`src/rtl/alu_seq_unit.sv`:
```
// Multi-cycle ALU: single-cycle arithmetic/logic/shift ops plus iterative
// shift-add multiply and restoring divide, behind valid/ready handshakes.
module alu_seq_unit #(
  parameter int ALU_SIZE = 8,
  parameter int SHIFT_W  = $clog2(ALU_SIZE)
) (
  input  logic                clk,
  input  logic                rst,
  input  logic                in_valid,
  output logic                in_ready,
  input  logic [ALU_SIZE-1:0] alu_in_a,
  input  logic [ALU_SIZE-1:0] alu_in_b,
  input  logic [3:0]          alu_sel,
  output logic                out_valid,
  input  logic                out_ready,
  output logic [ALU_SIZE-1:0] alu_out,
  output logic [ALU_SIZE-1:0] alu_out_hi,
  output logic                carry_out,
  output logic                overflow,
  output logic                zero,
  output logic                div_by_zero
);
  localparam int N     = ALU_SIZE;
  localparam int CNT_W = $clog2(ALU_SIZE);

  typedef enum logic [1:0] {IDLE, EXEC, DONE} state_e;
  typedef enum logic [3:0] {
    OP_ADD, OP_SUB, OP_MUL, OP_DIV, OP_SHL, OP_SHR, OP_ROL, OP_ROR,
    OP_AND, OP_OR, OP_XOR, OP_NOR, OP_NAND, OP_XNOR, OP_GT, OP_EQ
  } op_e;

  state_e           state_q;
  logic             in_ready_q, out_valid_q;
  logic [N-1:0]     alu_out_q, alu_out_hi_q;
  logic             carry_q, overflow_q, zero_q, div_by_zero_q;
  logic             is_mul_q;
  logic [N-1:0]     opnd_q;   // multiplicand for mul, divisor for div
  logic [N-1:0]     acc_hi_q, acc_lo_q;
  logic [CNT_W-1:0] cnt_q;

  op_e              op;
  logic [SHIFT_W-1:0] amt;
  logic [N:0]       sum_w, diff_w, mul_sum, div_shift, div_trial;
  logic [N-1:0]     res_d, res_hi_d, step_hi_d, step_lo_d;
  logic             carry_d, overflow_d, dbz_d, is_long;

  assign op  = op_e'(alu_sel);
  assign amt = alu_in_b[SHIFT_W-1:0];

  // Rotate amounts wrap modulo the width so non-power-of-two sizes stay correct.
  function automatic logic [N-1:0] rotl(input logic [N-1:0] v, input logic [SHIFT_W-1:0] s);
    logic [2*N-1:0] dbl;
    dbl = {v, v} << (int'(s) % N);
    return dbl[2*N-1:N];
  endfunction

  function automatic logic [N-1:0] rotr(input logic [N-1:0] v, input logic [SHIFT_W-1:0] s);
    logic [2*N-1:0] dbl;
    dbl = {v, v} >> (int'(s) % N);
    return dbl[N-1:0];
  endfunction

  always_comb begin
    // NOTE: every always_comb output gets a default first so no path leaves it
    // unassigned, which would otherwise infer a latch.
    sum_w      = {1'b0, alu_in_a} + {1'b0, alu_in_b};
    diff_w     = {1'b0, alu_in_a} - {1'b0, alu_in_b};
    res_d      = '0;
    res_hi_d   = '0;
    carry_d    = 1'b0;
    overflow_d = 1'b0;
    dbz_d      = 1'b0;
    is_long    = (op == OP_MUL) || ((op == OP_DIV) && (alu_in_b != '0));
    unique case (op)
      OP_ADD: begin
        res_d      = sum_w[N-1:0];
        carry_d    = sum_w[N];
        overflow_d = (alu_in_a[N-1] == alu_in_b[N-1]) && (sum_w[N-1] != alu_in_a[N-1]);
      end
      OP_SUB: begin
        res_d      = diff_w[N-1:0];
        carry_d    = diff_w[N];
        overflow_d = (alu_in_a[N-1] != alu_in_b[N-1]) && (diff_w[N-1] != alu_in_a[N-1]);
      end
      OP_DIV: begin
        res_d    = '1;
        res_hi_d = alu_in_a;
        dbz_d    = 1'b1;
      end
      OP_SHL:  res_d = alu_in_a << amt;
      OP_SHR:  res_d = alu_in_a >> amt;
      OP_ROL:  res_d = rotl(alu_in_a, amt);
      OP_ROR:  res_d = rotr(alu_in_a, amt);
      OP_AND:  res_d = alu_in_a & alu_in_b;
      OP_OR:   res_d = alu_in_a | alu_in_b;
      OP_XOR:  res_d = alu_in_a ^ alu_in_b;
      OP_NOR:  res_d = ~(alu_in_a | alu_in_b);
      OP_NAND: res_d = ~(alu_in_a & alu_in_b);
      OP_XNOR: res_d = ~(alu_in_a ^ alu_in_b);
      OP_GT:   res_d = {{(N-1){1'b0}}, alu_in_a > alu_in_b};
      OP_EQ:   res_d = {{(N-1){1'b0}}, alu_in_a == alu_in_b};
      default: res_d = '0;
    endcase
  end

  // One mul or div iteration on the {acc_hi, acc_lo} double-width accumulator.
  always_comb begin
    mul_sum   = {1'b0, acc_hi_q} + (acc_lo_q[0] ? {1'b0, opnd_q} : '0);
    div_shift = {acc_hi_q, acc_lo_q[N-1]};
    div_trial = div_shift - {1'b0, opnd_q};
    if (is_mul_q) begin
      step_hi_d = mul_sum[N:1];
      step_lo_d = {mul_sum[0], acc_lo_q[N-1:1]};
    end else if (div_shift >= {1'b0, opnd_q}) begin
      step_hi_d = div_trial[N-1:0];
      step_lo_d = {acc_lo_q[N-2:0], 1'b1};
    end else begin
      step_hi_d = div_shift[N-1:0];
      step_lo_d = {acc_lo_q[N-2:0], 1'b0};
    end
  end

  always_ff @(posedge clk or posedge rst) begin
    // NOTE: sequential state uses non-blocking assignments only, so every flop
    // samples pre-edge values regardless of statement order.
    if (rst) begin
      state_q       <= IDLE;
      in_ready_q    <= 1'b0;
      out_valid_q   <= 1'b0;
      alu_out_q     <= '0;
      alu_out_hi_q  <= '0;
      carry_q       <= 1'b0;
      overflow_q    <= 1'b0;
      zero_q        <= 1'b0;
      div_by_zero_q <= 1'b0;
      is_mul_q      <= 1'b0;
      opnd_q        <= '0;
      acc_hi_q      <= '0;
      acc_lo_q      <= '0;
      cnt_q         <= '0;
    end else begin
      unique case (state_q)
        IDLE: begin
          in_ready_q <= 1'b1;
          if (in_valid && in_ready_q) begin
            in_ready_q <= 1'b0;
            if (is_long) begin
              state_q  <= EXEC;
              is_mul_q <= (op == OP_MUL);
              opnd_q   <= (op == OP_MUL) ? alu_in_a : alu_in_b;
              acc_hi_q <= '0;
              acc_lo_q <= (op == OP_MUL) ? alu_in_b : alu_in_a;
              cnt_q    <= '0;
            end else begin
              state_q       <= DONE;
              out_valid_q   <= 1'b1;
              alu_out_q     <= res_d;
              alu_out_hi_q  <= res_hi_d;
              carry_q       <= carry_d;
              overflow_q    <= overflow_d;
              zero_q        <= (res_d == '0);
              div_by_zero_q <= dbz_d;
            end
          end
        end
        EXEC: begin
          acc_hi_q <= step_hi_d;
          acc_lo_q <= step_lo_d;
          cnt_q    <= cnt_q + 1'b1;
          if (cnt_q == CNT_W'(N-1)) begin
            state_q       <= DONE;
            out_valid_q   <= 1'b1;
            alu_out_q     <= step_lo_d;
            alu_out_hi_q  <= step_hi_d;
            carry_q       <= 1'b0;
            overflow_q    <= 1'b0;
            zero_q        <= (step_lo_d == '0);
            div_by_zero_q <= 1'b0;
          end
        end
        DONE: begin
          if (out_ready) begin
            state_q     <= IDLE;
            out_valid_q <= 1'b0;
            in_ready_q  <= 1'b1;
          end
        end
        default: state_q <= IDLE;
      endcase
    end
  end

  assign in_ready    = in_ready_q;
  assign out_valid   = out_valid_q;
  assign alu_out     = alu_out_q;
  assign alu_out_hi  = alu_out_hi_q;
  assign carry_out   = carry_q;
  assign overflow    = overflow_q;
  assign zero        = zero_q;
  assign div_by_zero = div_by_zero_q;

endmodule

```
`config.mk`:
```
export PLATFORM = sky130hd
export DESIGN_NAME = alu_seq_unit
export DESIGN_NICKNAME = d
export VERILOG_FILES = /design/src/rtl/alu_seq_unit.sv
export SDC_FILE = /design/constraint.sdc
export NUM_CORES = 1
export LEC_CHECK = 0
export ABC_AREA = 0
export CORE_MARGIN = 5
export CORE_UTILIZATION = 45
export CTS_CLUSTER_SIZE = 25
export DETAILED_ROUTE_END_ITERATION = 10
export SYNTH_ARGS = -nofsm -noshare
export SYNTH_HDL_FRONTEND = slang
export SYNTH_SLANG_ARGS = --single-unit
```
`constraint.sdc`:
```
create_clock -name clk -period 2.9 [get_ports clk]
set_input_delay 0.58 -clock clk [delete_from_list [all_inputs] [get_ports clk]]
set_output_delay 0.58 -clock clk [all_outputs]
set_load 0.05 [all_outputs]
```
==> out/results.env, run 1 <==
GRT_FIRST_PASS_WIRELENGTH_MM=30.98
GATE_COUNT_AFTER_TECHNOLOGY_MAPPING=702
NUMBER_OF_ENABLE_TYPE_REGISTER_CELLS_IN_THE_SYNTHESIZED_NETLIST=0
TIMING.CRITICAL_PATH.REQUIRED_NS=3.14
WORST_EP_ARRIVAL_TIME_NS=3.07
TMIN_FINAL_NS=2.832
VIA_DENSITY=5.949
VIAS=5967
PLACE.DETAILED.INSTANCES=990
TIMING_WORST_SLEW_PIN_VALUE_NS=0.6427
GRT_START_MAX_NET_PINS=23
INSERTION_DELAY_NS=0.29
TIMING_WORST_SETUP_PATH_TYPE='in2reg'
FINAL.SETUP.WORST_SLACK_NS=0.06804
P_INT_mW=2.856
CTS.REPORTEDPATHS.CLKPINSLEW_NS=0.07
CTS_MAX_LEVEL=2
AREA_OF_THE_MAPPED_NETLIST_MM2=0.005533
GLOBALPLACE.CONGESTION=1.060
LEAKAGEPOWER_nW=3.467
OUTCOME='completed'
DIE_AREA_MM2=0.01461
FINAL-INSTANCE-COUNT-EXCL-FILL=1003
DRV_SLEW=0
ROUTED_WL_MM=19.57
SEQPWRFRAC_PCT=24.8
BUFFERS_FROM_CLOCK_ROOT_TO_SINK_AT_MOST=2
SYNTH_TOP_CELL_AREA_SHARE_PCT=23.52
CLOCK_TREE_FROM_TRITONCTS='done'
HP-CLASS='reg2reg'
ANTENNA_FOUND_INITIAL=0
SYN-MEAN-INSTANCE-AREA_UM2=7.881
POSTROUTEANTENNANETS=0
FIN_SKEW_NS=0.008450
GLOBAL_ROUTE.USAGE.TOTAL_PCT=26.72
SYNTH_TOP_CELL_BY_AREA='dfrtp_1'
VDD_DROP_MAX_V=0.0003471
FIRST_GLOBAL_VIAS=5830
CLOCK_SINKS=52
NET-SWITCHING-POWER_mW=2.445
SYNTH_MOST_COMMON_CELL='nand2_1'
FINALHOLDVIOLATIONS=0
ASYNCSETRESETFLOPFRACSYNTH_PCT=100.0
YS_TOP_CELLS_BY_AREA='dfrtp_1 24%, ha_1 9.7%, nand2_1 5.4%'
STARTING_UTILIZATION_OF_THE_CORE_AREA_PCT=46.06
DIE_H_UM=120.9
PWR-SHARE-COMB_PCT=61.9
FINAL_DESIGN_AREA_NO_FILL_MM2=0.007505
CTS_ROOT_BUF='clkbuf_16'
DP_WORST_SETUP_SLACK_NS=-0.6122
FIRST_PASS_ITERS=5
CTS-HOLD-FIX-BUFFERS=0
MAPPEDNETLISTNETS=773
POSTPLACECELLAREA_MM2=0.007094
POST_SYNTH_MOST_FREQUENT_CELLS='80 x nand2_1, 54 x nor2_1, 52 x dfrtp_1'
YOSYS_MOST_USED_DFF='dfrtp_1'
AREA_DELTA_SYNTH_FINAL_PCT=35.64
POST-ROUTE-UTIL_PCT=62.48
IO-PIN-COUNT=46
P_SW_SHARE_PCT=46.13
PORT_BUFFERS=45
NUMCTSBUFFERS=5
DIE_X_UM=120.9
FINAL_CRITICAL_PATH_SHARE_OF_THE_CLOCK_PERIOD_PCT=97.65
DETAILEDPLACEMENTHPWL_MM=15.74
CORE-AREA_MM2=0.01201
ANTENNADIODECOUNT=0
BIGGEST_FANOUT_ALONG_THE_WORST_TIMING_PATH=4
FP-ROW-COUNT=40
POWER.CLOCK.FRACTION_PCT=13.3
TIMING.FINAL.SETUP_VIOLATIONS=0
INITIALDRTVIOLATIONCOUNT=469
GRT.OVERFLOW.TOTAL=0
FMAXACHIEVABLE_MHz=353.1
POWER_PER_CELL_AREA_mW_PER_MM2=706.4
FIN_NETS=926
CRITICAL_PATH.ENDPOINT_TYPE='flop'
SYNTH_CELL_TYPE_COUNT=77
FINAL_LAYOUT_SIZE_SUFFIX_GT1_SHARE_PCT=24.77
WORST_SETUP_START_KIND='input port'
ROUTEDWLPERCELL_UM=19.51
DRC_ERRORS=0
WORST_HOLD_SLACK_NS=0.4830
SYNTH-SEQ-CELLS=52
WORST_RELATIVE_SLEW_SLACK_PCT=57.16
SYNTH-SEQ-AREA-SHARE_PCT=23.52
DRV_CAP=0
YS_WARN_COUNT=0
==> critical path: stages <==
cell             delay [ns]
clkdlybuf4s50_1        0.51
buf_4                  0.20
mux4_2                 0.49
a21oi_2                0.16
o31ai_1                0.09
or4_4                  0.57
nor4_4                 0.14
and3_1                 0.18
a31o_1                 0.13
==> routing by layer <==
layer / global-route usage (%) / vias to the layer above / part of all wire, %
li1: - / 2840 / -
met1: 36.81 / 2807 / 44
met2: 41.58 / 268 / 45
met3: 5.221 / 52 / 7.8
met4: 9.703 / 0 / 3.4
met5: 0 / - / 0
==> final timing paths <==
kind | depth (start not counted) | endpoint | slack [ns] | startpoint
min in group asynchronous | 2 | alu_out[6]$_DFFE_PP0P_ | 0.58 | rst
setup reg to reg | 9 | zero$_DFFE_PP0P_ | 0.20 | acc_hi_q[2]$_DFFE_PP0P_
hold reg to reg | 1 | alu_out[7]$_DFFE_PP0P_ | 0.48 | alu_out[7]$_DFFE_PP0P_
setup / recovery | 9 | zero$_DFFE_PP0P_ | 0.07 | alu_in_a[5]
max in group asynchronous | 3 | acc_lo_q[0]$_DFFE_PP0P_ | 1.69 | rst
hold / removal | 1 | alu_out[7]$_DFFE_PP0P_ | 0.48 | alu_out[7]$_DFFE_PP0P_
==> cell usage in the layout, fill, tap and decap left out, drive strengths merged, types with 20 or more instances in the layout <==
cell             n
buf            152
ha              43
nand3           20
xnor2           20
inv             40
clkdlybuf4s50   34
o21ai           46
dfrtp           52
nand2           80
a21oi           51
nor2            54
==> through the flow <==
| step | total power, mW | TNS (ns) |
|---|---|---|
| 5_1_grt | 5.673 | -0.009688 |
| 4_1_cts | 5.235 | -0.02977 |
| 2_1_floorplan | 3.385 | -0.02861 |
| 3_5_place_dp | 4.490 | -9.862 |
| 3_3_place_gp | 4.400 | -10.10 |
| 6_report | 5.302 | 0 |
==> power groups by stage <==
stage                     combinational [mW]  sequential (mW)  clock (mW)
final                                   3.28             1.31       0.705
after global routing                    3.58             1.35       0.743
after CTS                               3.22             1.31       0.709
after detailed placement                3.17             1.32           0
after global placement                  3.10             1.30           0
after floorplan                         1.74             1.64           0
==> kinds of logic after synthesis <==
group / Yosys count / synth area share [%]
AO/OA/AOI/OAI: 220 / 26.78
buffers and inverters: 92 / 7.394
flip-flops: 52 / 23.52
adder cells (fa/ha/maj): 47 / 11.17
multiplexers: 25 / 6.106
XOR/XNOR: 28 / 4.432
AND/OR/NAND/NOR: 238 / 20.60
==> layout make-up <==
cell class | instances | area, µm²
flip-flops and latches | 52 | 1303
well taps | 147 | 183.9
multi-input cells | 558 | 4015
repair buffers | 197 | 1670
clock buffers | 6 | 138.9
inverters | 41 | 155.1
clock inverters | 2 | 38.79
fillers | 1071 | 4507
==> state kept, by name (all words and copies together), names as in the netlist, 2 cells and up <==
register / count
cnt_q: 3
alu_out: 8
state_q: 2
acc_hi_q: 8
alu_out_hi: 8
opnd_q: 8
acc_lo_q: 8
==> repair_timing <==
action | CTS | global route
hold endpoints to repair | 0 | 0
pin swaps | 9 | 12
setup endpoints to repair | 17 | 16
setup buffers | 3 | 2
gates cloned | 0 | 0
resized for setup | 24 | 26
Power figures use the tool's default switching activity.
==> run 2: changes to the inputs <==
--- a/config.mk
+++ b/config.mk
@@ -6,10 +6,11 @@
 export NUM_CORES = 1
 export LEC_CHECK = 0
 export ABC_AREA = 0
-export CORE_MARGIN = 5
+export CORE_MARGIN = 2
 export CORE_UTILIZATION = 45
 export CTS_CLUSTER_SIZE = 25
 export DETAILED_ROUTE_END_ITERATION = 10
+export GPL_TIMING_DRIVEN = 1
 export SYNTH_ARGS = -nofsm -noshare
 export SYNTH_HDL_FRONTEND = slang
 export SYNTH_SLANG_ARGS = --single-unit
==> run 2 against run 1 <==
  * Via count is 1.1% higher
  * Critical path type unchanged
  * Largest cell class unchanged
  * Clock-buffer cell count up 1
  * Worst setup slack gained 0.021 ns
  * Non-clock buffer count increased by 22
  * Clock skew shrank 0.0027 ns
==> out/results.env, run 2 (synthesis results as in run 1) <==
OUTCOME='completed'  # unchanged
WORST_RELATIVE_SLEW_SLACK_PCT=44.25  # was 57.16%
TIMING.CRITICAL_PATH.REQUIRED_NS=3.10  # was 3.14 ns
FP-ROW-COUNT=40  # unchanged
FIN_SKEW_NS=0.005714  # was 0.008450 ns
MOST_FREQUENT_CELLS_IN_THE_LAYOUT='163 x buf_4, 80 x nand2_1, 54 x nor2_1'  # was 144 x buf_4, 80 x nand2_1, 54 x nor2_1
CLOCK_SINKS=52  # unchanged
WORSTHOLDSTART='alu_out[3]$_DFFE_PP0P_'  # was alu_out[7]$_DFFE_PP0P_
STARTPOINT='alu_sel[2]'  # was alu_in_a[5]
MIN_TO='alu_out[3]$_DFFE_PP0P_'  # was alu_out[7]$_DFFE_PP0P_
TIMING.FINAL.SETUP_VIOLATIONS=0  # unchanged
FIRST_GLOBAL_VIAS=6052  # was 5830
DRV_CAP=0  # unchanged
P_SW_SHARE_PCT=46.67  # was 46.13%
REGTOREGSETUPSLACK_NS=0.22  # was 0.20 ns
P_TOTAL_mW=5.242  # was 5.302 mW
FINAL-INSTANCE-COUNT-EXCL-FILL=1025  # was 1003
POSTROUTEANTENNANETS=0  # unchanged
ROUTED_WL_MM=20.66  # was 19.57 mm
POWER.CLOCK.FRACTION_PCT=11.7  # was 13.3%
INSERTION_DELAY_NS=0.30  # was 0.29 ns
PORT_BUFFERS=45  # unchanged
LEAKAGEPOWER_nW=3.594  # was 3.467 nW
VIAS=6031  # was 5967
TIMING_WORST_SLEW_PIN_VALUE_NS=0.8345  # was 0.6427 ns
TIMING_WORST_SETUP_PATH_TYPE='in2reg'  # unchanged
HP-CLASS='reg2reg'  # unchanged
FIN_NETS=948  # was 926
POWER_PER_CELL_AREA_mW_PER_MM2=675.3  # was 706.4 mW/mm²
GRT.OVERFLOW.TOTAL=0  # unchanged
ANTENNADIODECOUNT=0  # unchanged
REGTOREGENDPOINT='acc_hi_q[6]$_DFFE_PP0P_'  # was zero$_DFFE_PP0P_
P_INT_mW=2.796  # was 2.856 mW
LAYOUT_COMMONEST_CELL='buf_4'  # unchanged
R2R-START='acc_hi_q[2]$_DFFE_PP0P_'  # unchanged
FIRST_PASS_ITERS=5  # unchanged
AREA_DELTA_SYNTH_FINAL_PCT=40.30  # was 35.64%
TMIN_FINAL_NS=2.811  # was 2.832 ns
GRT_START_MAX_NET_PINS=28  # was 23
GLOBAL_ROUTE.USAGE.TOTAL_PCT=31.94  # was 26.72%
PLACE.DETAILED.INSTANCES=1011  # was 990
SEQPWRFRAC_PCT=24.9  # was 24.8%
STARTING_UTILIZATION_OF_THE_CORE_AREA_PCT=46.06  # unchanged
VDD_DROP_MAX_V=0.0002829  # was 0.0003471 V
NUMCTSBUFFERS=5  # unchanged
DETAILEDPLACEMENTHPWL_MM=16.32  # was 15.74 mm
FINALHOLDVIOLATIONS=0  # unchanged
FINAL.SETUP.WORST_SLACK_NS=0.08855  # was 0.06804 ns
DIE_X_UM=114.9  # was 120.9 µm
CLOCK_TREE_FROM_TRITONCTS='done'  # unchanged
GRT_FIRST_PASS_WIRELENGTH_MM=32.53  # was 30.98 mm
INITIALDRTVIOLATIONCOUNT=442  # was 469
WHS_PATH_DEPTH=2  # was 1
CTS_MAX_LEVEL=2  # unchanged
IO-PIN-COUNT=46  # unchanged
DRV_SLEW=0  # unchanged
FINAL_LAYOUT_SIZE_SUFFIX_GT1_SHARE_PCT=28.36  # was 24.77%
POST-ROUTE-UTIL_PCT=64.63  # was 62.48%
DRC_ERRORS=0  # unchanged
FINAL_CRITICAL_PATH_SHARE_OF_THE_CLOCK_PERIOD_PCT=96.95  # was 97.65%
CRITICAL_PATH.ENDPOINT_TYPE='flop'  # unchanged
BIGGEST_FANOUT_ALONG_THE_WORST_TIMING_PATH=8  # was 4
DP_WORST_SETUP_SLACK_NS=-0.5560  # was -0.6122 ns
BUFFERS_FROM_CLOCK_ROOT_TO_SINK_AT_MOST=2  # unchanged
WORST_EP_ARRIVAL_TIME_NS=3.01  # was 3.07 ns
FILLERS=1024  # was 1071
GLOBALPLACE.CONGESTION=0.9859  # was 1.060
DIE_AREA_MM2=0.01320  # was 0.01461 mm²
ANTENNA_FOUND_INITIAL=0  # unchanged
CTS_ROOT_BUF='clkbuf_16'  # unchanged
ROUTEDWLPERCELL_UM=20.16  # was 19.51 µm
FF2FF_PATH_DEPTH=9  # unchanged
CTS-HOLD-FIX-BUFFERS=0  # unchanged
CTS.REPORTEDPATHS.CLKPINSLEW_NS=0.07  # about the same
FMAXACHIEVABLE_MHz=355.7  # was 353.1 MHz
NET-SWITCHING-POWER_mW=2.446  # was 2.445 mW
WORST_SETUP_START_KIND='input port'  # unchanged
VIA_DENSITY=5.884  # was 5.949
PWR-SHARE-COMB_PCT=63.4  # was 61.9%
SETUP-TNS-FINAL_NS=0  # unchanged
CORE-AREA_MM2=0.01201  # unchanged
DIE_H_UM=114.9  # was 120.9 µm
## run 2: cell types whose count changed in the layout (fill, tap and decap cells not counted), sizes merged
cell and delta:
buf +22, bufinv -1, clkbuf +3, clkdlybuf4s50 -1
clkinv -2, clkinvlp +1, dlygate4sd2 -3, dlymetal6s2s +2
inv +1
## run 2: metal layers
metal	wire length [µm]	vias to the layer above	share of wire (%)	track usage (%)
met1	8559	2883	41	39.10
met3	1032	57	5.0	4.481
met2	10020	197	48	54.90
li1	-	2894	-	-
met4	1050	0	5.1	16.06
met5	0	-	0	0
## run 2: final cells by class
type / instances / area, µm² / share of cell area (%)
multi-input combinational: 558 / 4124 / 53.13
timing repair buffer: 219 / 1849 / 23.82
sequential: 52 / 1301 / 16.76
tap: 147 / 183.9 / 2.369
inverter: 41 / 153.9 / 1.983
clock buffer: 7 / 142.6 / 1.838
clock inverter: 1 / 7.507 / 0.09671
## run 2: worst max path at each step
stage	slack (ns)	end	depth (start not counted)
after global placement	-0.49	zero$_DFFE_PP0P_	13
final	0.09	zero$_DFFE_PP0P_	11
after detailed placement	-0.56	zero$_DFFE_PP0P_	13
after global routing	-0.006	zero$_DFFE_PP0P_	12
after CTS	-0.02	zero$_DFFE_PP0P_	10
after floorplan	-0.03	zero$_DFFE_PP0P_	13
## run 2: power groups by stage
stage / Combinational (mW) / Clock [mW] / Sequential [mW]
5_1_grt: 3.62 / 0.646 / 1.34
2_1_floorplan: 1.74 / 0 / 1.64
6_report: 3.32 / 0.616 / 1.30
3_5_place_dp: 3.19 / 0 / 1.31
3_3_place_gp: 3.13 / 0 / 1.29
4_1_cts: 3.23 / 0.619 / 1.30
## run 2: repair_timing
| action | in CTS | in global routing |
|---|---|---|
| pin swaps | 8 | 20 |
| setup buffers | 2 | 4 |
| endpoints found under the setup margin | 19 | 19 |
| resized for setup | 24 | 54 |
## run 2: critical path: stages
cell	delay (ns)
clkdlybuf4s50_1	0.61
inv_2	0.07
buf_4	0.17
or2_4	0.29
buf_4	0.15
o221ai_1	0.25
a22oi_1	0.14
nand4_1	0.29
nor3_2	0.08
and3_1	0.18
a31o_1	0.19
## run 2: through the flow
| stage | hold WS (ns) | area [µm²] |
|---|---|---|
| 2_1_floorplan | 0.4585 | 5545 |
| 3_3_place_gp | 0.4705 | 7252 |
| 3_5_place_dp | 0.4687 | 7252 |
| 4_1_cts | 0.4837 | 7507 |
| 5_1_grt | 0.5065 | 7762 |
| 6_report | 0.4804 | 7762 |
